===== config.mk =====
export PLATFORM = sky130hd
export DESIGN_NAME = food_eat_ctrl
export DESIGN_NICKNAME = d
export VERILOG_FILES = /design/src/rtl/snake_pkg.sv /design/src/rtl/bcd_counter2.sv /design/src/rtl/food_eat_ctrl.sv
export SDC_FILE = /design/constraint.sdc
export NUM_CORES = 1
export LEC_CHECK = 0
export BUFFER_PORTS_ARGS = -buffer_cell sky130_fd_sc_hd__buf_2
export CAP_MARGIN = 10
export CORE_ASPECT_RATIO = 1.4
export CORE_MARGIN = 10
export CORE_UTILIZATION = 38
export CTS_BUF_LIST = sky130_fd_sc_hd__clkbuf_16
export DETAILED_ROUTE_END_ITERATION = 6
export SYNTH_ARGS = -nofsm -noshare
export SYNTH_HDL_FRONTEND = slang
export SYNTH_HIERARCHICAL = 1
export SYNTH_SLANG_ARGS = --single-unit

===== constraint.sdc =====
create_clock -name clk -period 2.6 [get_ports clk]
set_input_delay 0.13 -clock clk [delete_from_list [all_inputs] [get_ports clk]]
set_output_delay 0.13 -clock clk [all_outputs]
set_load 0.005 [all_outputs]

===== src/rtl/snake_pkg.sv =====
// Shared definitions for the snake game blocks.
// The TOUT state exists only when FOOD_TIMEOUT_EN is defined.
package snake_pkg;

  localparam int X_W          = 10;
  localparam int Y_W          = 9;
  localparam int BOX_SIZE_DEF = 10;

`ifdef FOOD_TIMEOUT_EN
  typedef enum logic [2:0] {
    IDLE  = 3'd0,
    EAT   = 3'd1,
    WAIT1 = 3'd2,
    WAIT2 = 3'd3,
    TOUT  = 3'd4
  } state_t;
`else
  typedef enum logic [2:0] {
    IDLE  = 3'd0,
    EAT   = 3'd1,
    WAIT1 = 3'd2,
    WAIT2 = 3'd3
  } state_t;
`endif

endpackage


===== src/rtl/bcd_counter2.sv =====
// Two-digit BCD up-counter that sticks at 99.
module bcd_counter2 (
  input  logic       clk,
  input  logic       rst,
  input  logic       inc,
  output logic [7:0] q
);

  // Count in BCD, carrying units 9 into tens, saturating at 99.
  always_ff @(posedge clk) begin
    if (rst) begin
      q <= 8'h00;
    end else if (inc && (q != 8'h99)) begin
      if (q[3:0] == 4'd9) begin
        q[3:0] <= 4'd0;
        q[7:4] <= q[7:4] + 4'd1;
      end else begin
        q[3:0] <= q[3:0] + 4'd1;
      end
    end
  end

endmodule


===== src/rtl/food_eat_ctrl.sv =====
// Food-eat controller: detects the snake head entering the food box,
// requests a new box and a body segment, and keeps the BCD score.
// Optional macro FOOD_TIMEOUT_EN adds a move-tick timer that relocates
// an uneaten box after TIMEOUT_TICKS ticks.
module food_eat_ctrl
  import snake_pkg::*;
#(
  parameter int BOX_SIZE      = BOX_SIZE_DEF,
  parameter int TIMEOUT_TICKS = 200
) (
  input  logic           clk,
  input  logic           rst,
  input  logic           move_tick,
  input  logic           game_active,
  input  logic [X_W-1:0] head_x,
  input  logic [Y_W-1:0] head_y,
  input  logic [X_W-1:0] box_x,
  input  logic [Y_W-1:0] box_y,
  output logic           create_new_box,
  output logic           grow,
  output logic [7:0]     score_bcd,
  output logic           busy
);

  localparam logic [X_W:0] BOX_XE = (X_W+1)'(BOX_SIZE);
  localparam logic [Y_W:0] BOX_YE = (Y_W+1)'(BOX_SIZE);

  state_t       state_q;
  state_t       next_state;
  logic         pulse_box;
  logic         pulse_grow;
  logic [X_W:0] x_end;
  logic [Y_W:0] y_end;
  logic         hit;

  // Box far edges are one bit wider so a box near the screen edge cannot wrap.
  assign x_end = {1'b0, box_x} + BOX_XE;
  assign y_end = {1'b0, box_y} + BOX_YE;
  assign hit   = (head_x >= box_x) && ({1'b0, head_x} < x_end) &&
                 (head_y >= box_y) && ({1'b0, head_y} < y_end);

`ifdef FOOD_TIMEOUT_EN
  localparam int TMR_W = $clog2(TIMEOUT_TICKS + 1);

  logic [TMR_W-1:0] timer_q;
  logic             expire;

  assign expire = (timer_q == TMR_W'(TIMEOUT_TICKS - 1));

  // Count non-hit move ticks in IDLE; clear on hit, expiry or a paused game.
  always_ff @(posedge clk) begin
    if (rst || !game_active) begin
      timer_q <= '0;
    end else if ((state_q == IDLE) && move_tick) begin
      if (hit || expire) begin
        timer_q <= '0;
      end else begin
        timer_q <= timer_q + 1'b1;
      end
    end
  end
`else
  // TIMEOUT_TICKS only matters when the timeout feature is built in.
  if (TIMEOUT_TICKS < 1) begin : g_no_timer
  end
`endif

  // Next state and the pulses that the next state implies; a paused game
  // always returns to IDLE quietly.
  always_comb begin
    next_state = state_q;
    pulse_box  = 1'b0;
    pulse_grow = 1'b0;
    case (state_q)
      IDLE: begin
        if (move_tick && hit) begin
          next_state = EAT;
`ifdef FOOD_TIMEOUT_EN
        end else if (move_tick && expire) begin
          next_state = TOUT;
`endif
        end
      end
      EAT:     next_state = WAIT1;
`ifdef FOOD_TIMEOUT_EN
      TOUT:    next_state = WAIT1;
`endif
      WAIT1:   next_state = WAIT2;
      WAIT2:   next_state = IDLE;
      default: next_state = IDLE;
    endcase
    if (!game_active) begin
      next_state = IDLE;
    end
    if (next_state == EAT) begin
      pulse_box  = 1'b1;
      pulse_grow = 1'b1;
    end
`ifdef FOOD_TIMEOUT_EN
    if (next_state == TOUT) begin
      pulse_box = 1'b1;
    end
`endif
  end

  // State register with registered outputs decoded from the next state.
  always_ff @(posedge clk) begin
    if (rst) begin
      state_q        <= IDLE;
      create_new_box <= 1'b0;
      grow           <= 1'b0;
      busy           <= 1'b0;
    end else begin
      state_q        <= next_state;
      create_new_box <= pulse_box;
      grow           <= pulse_grow;
      busy           <= (next_state != IDLE);
    end
  end

  bcd_counter2 u_score (
    .clk (clk),
    .rst (rst),
    .inc (pulse_grow),
    .q   (score_bcd)
  );

endmodule

Word-level counts from Yosys, hierarchy flattened
Cells that the tools add are included.
Widths: inputs -> output; s select.
{"block": "word_totals", "input_bits": 42, "word_cells": 31, "output_inout_bits": 11, "ff_bits": 13}
{"block": "classes", "eq_ne": 5, "n_lt_le_gt_ge": 4, "addsub": 4, "reduce_logical": 8, "muxes": 5}
{"cell": "$add 10x4->11 const B", "count": 1}
{"cell": "$lt 10x11->1", "count": 1}
{"cell": "$add 9x4->10 const B", "count": 1}
{"cell": "$ge 10x10->1", "count": 1}
{"cell": "$lt 9x10->1", "count": 1}
{"cell": "$ge 9x9->1", "count": 1}
{"cell": "$pmux 3 s3", "count": 1}
{"cell": "$add 4x1->4 const B", "count": 2}
{"cell": "$ne 8x8->1 const B", "count": 1}
{"cell": "$eq 3x1->1 const B", "count": 2}
{"cell": "$mux 3", "count": 2}
{"cell": "$logic_and 1x1->1", "count": 5}
{"cell": "$eq 4x4->1 const B", "count": 1}
{"cell": "$mux 4", "count": 1}
{"cell": "$eq 3x2->1 const B", "count": 1}
{"cell": "$logic_not 3->1", "count": 1}
{"cell": "$reduce_bool 3->1", "count": 1}
{"cell": "$reduce_and 2->1", "count": 1}
{"cell": "$mux 1", "count": 1}

Depth between registers and ports, before layout
{"block": "logic_depth", "depth_word": 13, "ltp_mapped": 13, "mapped_depth_nobuf": 13}

Cells and area by module
The synthesis kept the hierarchy.
{"mod": "food_eat_ctrl", "instances": 1, "seq_area_each_um2": 100.1, "cells_each": 153, "area_per_inst_um2": 1246.2}
{"mod": "bcd_counter2", "instances": 1, "seq_area_each_um2": 160.2, "cells_each": 45, "area_per_inst_um2": 444.2}

Worst setup path before layout
No wires, ideal clock.
{"block": "synth_timing", "path_type": "input to register", "start": "input box_y[1]", "end": "register u_score.q[4]", "arrival_time_ns": 2.556, "setup_ns": 0.121, "cell_stages": 12, "path_slack_ns": -0.077, "required_ns": 2.479, "n_path_buf": 0, "path_cell_list": "ha_1 o2111ai_1 xnor2_1 ha_1 a22o_1 nor4_1 o211ai_1 o221ai_1 o2111ai_2 nor2_1 and3b_4 mux2_4"}
{"block": "synth_between", "elab_chain_cells": 11, "word_cells_on_any_way": 13, "cone_classes": "add/sub: 1; order compare: 2; eq/ne: 1; mux: 4; reduce/logical: 5"}
{"element": "from (decl)", "line": "food_eat_ctrl.sv:18", "text": "input logic [Y_W-1:0] box_y,"}
{"element": "$add 9x4->10 or $ge 9x9->1 (tied branches)", "line": "food_eat_ctrl.sv:38, food_eat_ctrl.sv:40"}
{"element": "$lt 9x10->1 or $logic_and 1x1->1 (tied branches)", "line": "food_eat_ctrl.sv:40, food_eat_ctrl.sv:39"}
{"element": "$logic_and 1x1->1 *", "line": "food_eat_ctrl.sv:40", "text": "(head_y >= box_y) && ({1'b0, head_y} < y_end);"}
{"element": "$logic_and 1x1->1 *", "line": "food_eat_ctrl.sv:76", "text": "if (move_tick && hit) begin"}
{"element": "$mux 3 *", "line": "food_eat_ctrl.sv:76"}
{"element": "$pmux 3 s3 *", "line": "food_eat_ctrl.sv:74", "text": "case (state_q)"}
{"element": "$mux 3 *", "line": "food_eat_ctrl.sv:92", "text": "if (!game_active) begin"}
{"element": "$eq 3x1->1 *", "line": "food_eat_ctrl.sv:95", "text": "if (next_state == EAT) begin"}
{"element": "$mux 1 *"}
{"element": "named net pulse_box", "line": "food_eat_ctrl.sv:30", "text": "logic pulse_box;"}
{"element": "$logic_and 1x1->1 *", "line": "bcd_counter2.sv:13", "text": "end else if (inc && (q != 8'h99)) begin"}
{"element": "$reduce_and 2->1 (no line) *"}
{"element": "to (signal assigned)", "line": "bcd_counter2.sv:16", "text": "q[7:4] <= q[7:4] + 4'd1;"}
{"element": "to (decl)", "line": "bcd_counter2.sv:6", "text": "output logic [7:0] q"}
Mark *: on every way through the listed nets, which the timed path passes. The rest lies on a longest branch.
A chain may end at the register's enable or synchronous reset.

Worst setup path after layout
Same ends and word-level chain as after synthesis.

==> flow_summary.toml <==
[run_status]
status = "complete, no violations"

[job]
max-cap-violations = 0

[critical_path]
cpMaxStageDelayCell = "mux2_4"
cp-end-kind = "flip-flop"
arrival_ns = 2.56
setup.worst_path.class = "primary input to flip-flop"
crit_family = "compound AO/OA/AOI/OAI gates"
crit_fanout = 4
cpPeakStageDelay_ns = 0.30
critPathRequiredTime_ns = 2.73
crit_chain = "buf_6 > ha_4 > o2111ai_4 > xnor2_2 > ha_1 > a22o_1 > nor4_2 > o211ai_1 > o221ai_2 > o2111ai_2 > nor2_2 > and3b_4 > mux2_4"
critPathLaunchType = "primary input"
crit_buf_inv = 1

[cts]
clk_path_buf_depth = 2
clk_pin_slew_ns = 0.04
cts.sinks = 13
numCtsBuffers = 3
cts_tree = "yes"
cts-htree-levels = 1
clk_latency_ns = 0.24
clock-root-buffer = "clkbuf_16"
hold_buffers = 0

[routing]
routed.top_layer = "met4"
num_vias = 1641
met2_length_mm = 2.19
drt_iter0_drc = 24
viasPerCell = 4.80
wirelength_met1_mm = 1.87
first_pass_iters = 4
ant_nets = 0
finalWirelength_mm = 4.23
wl_per_cell_um = 12.4
drc_errors = 0
met3_length_um = 134

[logic_synthesis]
synth_seq_area_share = 0.154
netlist.area_leader.share = 0.296
synth_nets = 280
synth_edf_count = 0
yosys_warnings = 6
async_flop_share = 0
yosysUniqueCellTypes = 45
synth_area_um2 = 1690
syn_avg_cell_area_um2 = 8.54
synth_largest_area_cell = "ha_1"
synth_area_leaders = "ha_1, dfxtp_1, xnor2_1"
synth-seq-cells = 13
synth_ff_type = "dfxtp_1"
synth_cells = 198

[cells_and_area]
diodes = 0
stdcell_area_um2 = 2390
fin_util = 0.559
drive_above_1_share = 0.387
syn_to_final_growth_pct = 41.4
final_cells = 342
nFillCells = 439
fin_nets = 365

[sta]
slew_violations = 0
fin_skew_ns = 0.000847
tns_ns = 0
fmax_mhz = 412
hold_viol_final = 0
min_period_ns = 2.43
period_share = 0.934
hold_slack_ns = 0.213
setup_viol = 0

[pwr]
power_density_nw_per_um2 = 323
peakVddDrop_v = 0.000239
power_leakage_nw = 1.22

[die]
start_util = 0.395
die_h_um = 98.9
core_um2 = 4270
ioPinCount = 53
die_area_um2 = 7550
core.rowCount = 28
die_w_um = 76.4

[place]
io_buffers = 52
placedInstanceArea_um2 = 2210
place_hpwl_mm = 3.70
placedCellCount = 335
finalWeightedCongestion = 0.838

[grt]
grt_pass1_vias = 1748
grt_pass1_wl_mm = 7.41
antenna_found_initial = 0
track_usage = 0.113
grt_max_degree = 14
overflow = 0

[hold_path]
holdCritPathClass = "primary input to flip-flop"
-- cells in the final DEF (no fill, tap or decap), types with 4 or more instances in the layout --
master,synthesis,final
ha_1,40,38
o211ai_1,5,5
nand2_1,9,9
nand4_1,4,4
nand3_1,7,7
buf_4,1,29
buf_2,0,50
dfxtp_1,13,13
a21oi_1,11,10
xnor2_1,13,12
nor2_1,15,14
inv_1,23,24
nor3_1,5,5
-- cell families (layout without fill, tap and decap cells) --
| family | Yosys count | after routing | share of synthesized area |
|---|---|---|---|
| AO/OA/AOI/OAI | 40 | 40 | 0.168 |
| XOR/XNOR | 16 | 16 | 0.0829 |
| buffers and inverters | 27 | 111 | 0.0674 |
| AND/OR/NAND/NOR | 57 | 57 | 0.196 |
| adder cells (fa/ha/maj) | 40 | 40 | 0.296 |
| other | 1 | 1 | 0.00222 |
| multiplexers | 4 | 4 | 0.0333 |
| flip-flops | 13 | 13 | 0.154 |
-- synthesized netlist by cell type, types with 3 or more instances --
cell type  instances
a21oi_1           11
xor2_1             3
nor2_1            15
nand4_1            4
a21o_1             3
dfxtp_1           13
nand2_1            9
o21ai_0            5
nor3_1             5
nand3_1            7
ha_1              40
o211ai_1           5
xnor2_1           13
o21bai_1           3
mux2_4             3
inv_1             23
-- power by group --
| part | internal (mW) | switching [mW] |
|---|---|---|
| Sequential | 0.201 | 0.000926 |
| Clock | 0.203 | 0.0840 |
| Combinational | 0.147 | 0.136 |
| Total | 0.551 | 0.220 |
-- path summary, 6_finish.rpt --
| kind | endpoint | start | depth (start not counted) | slack, ns |
|---|---|---|---|---|
| hold reg to reg | state_q[1]$_SDFF_PP0_ | state_q[2]$_SDFF_PP0_ | 1 | 0.44 |
| hold / removal | u_score/q[2]$_SDFFE_PP0P_ | rst | 2 | 0.21 |
| setup / recovery | u_score/q[4]$_SDFFE_PP0P_ | box_y[1] | 13 | 0.17 |
| setup reg to reg | u_score/q[4]$_SDFFE_PP0P_ | state_q[2]$_SDFF_PP0_ | 7 | 0.82 |
-- metrics by stage --
| step | power (mW) | setup WS, ns |
|---|---|---|
| 2_1_floorplan | 0.358 | 0.0109 |
| 3_3_place_gp | 0.466 | -0.152 |
| 3_5_place_dp | 0.468 | -0.300 |
| 4_1_cts | 0.765 | 0.0259 |
| 5_1_grt | 0.833 | -0.0177 |
| 6_report | 0.771 | 0.171 |
-- final cells by class --
type	instances	area, um2	area share
multi-input cells	158	1380	0.577
repair buffers	82	502	0.210
flip-flops and latches	13	260	0.109
inverters	25	93.8	0.0393
clock buffers	3	75.1	0.0314
well taps	60	75.1	0.0314
clock inverters	1	3.75	0.00157
-- state kept, by name, summed over array words and instances (netlist names) --
signal	count
state_q	3
u_score/q	8
grow	1
busy	1
-- timing repair --
item,4_1_cts,5_1_grt
endpoints found under the hold margin,0,0
resized for setup,2,15
pin swaps,1,6
endpoints found under the setup margin,6,8
buffers inserted,0,3
-- routing by layer --
| metal | track usage | vias up |
|---|---|---|
| met3 | 0.0155 | 2 |
| met4 | 0.0287 | 0 |
| met1 | 0.134 | 727 |
| met2 | 0.209 | 35 |
| li1 | - | 877 |
| met5 | 0 | - |
Power figures use the tool's default switching activity.
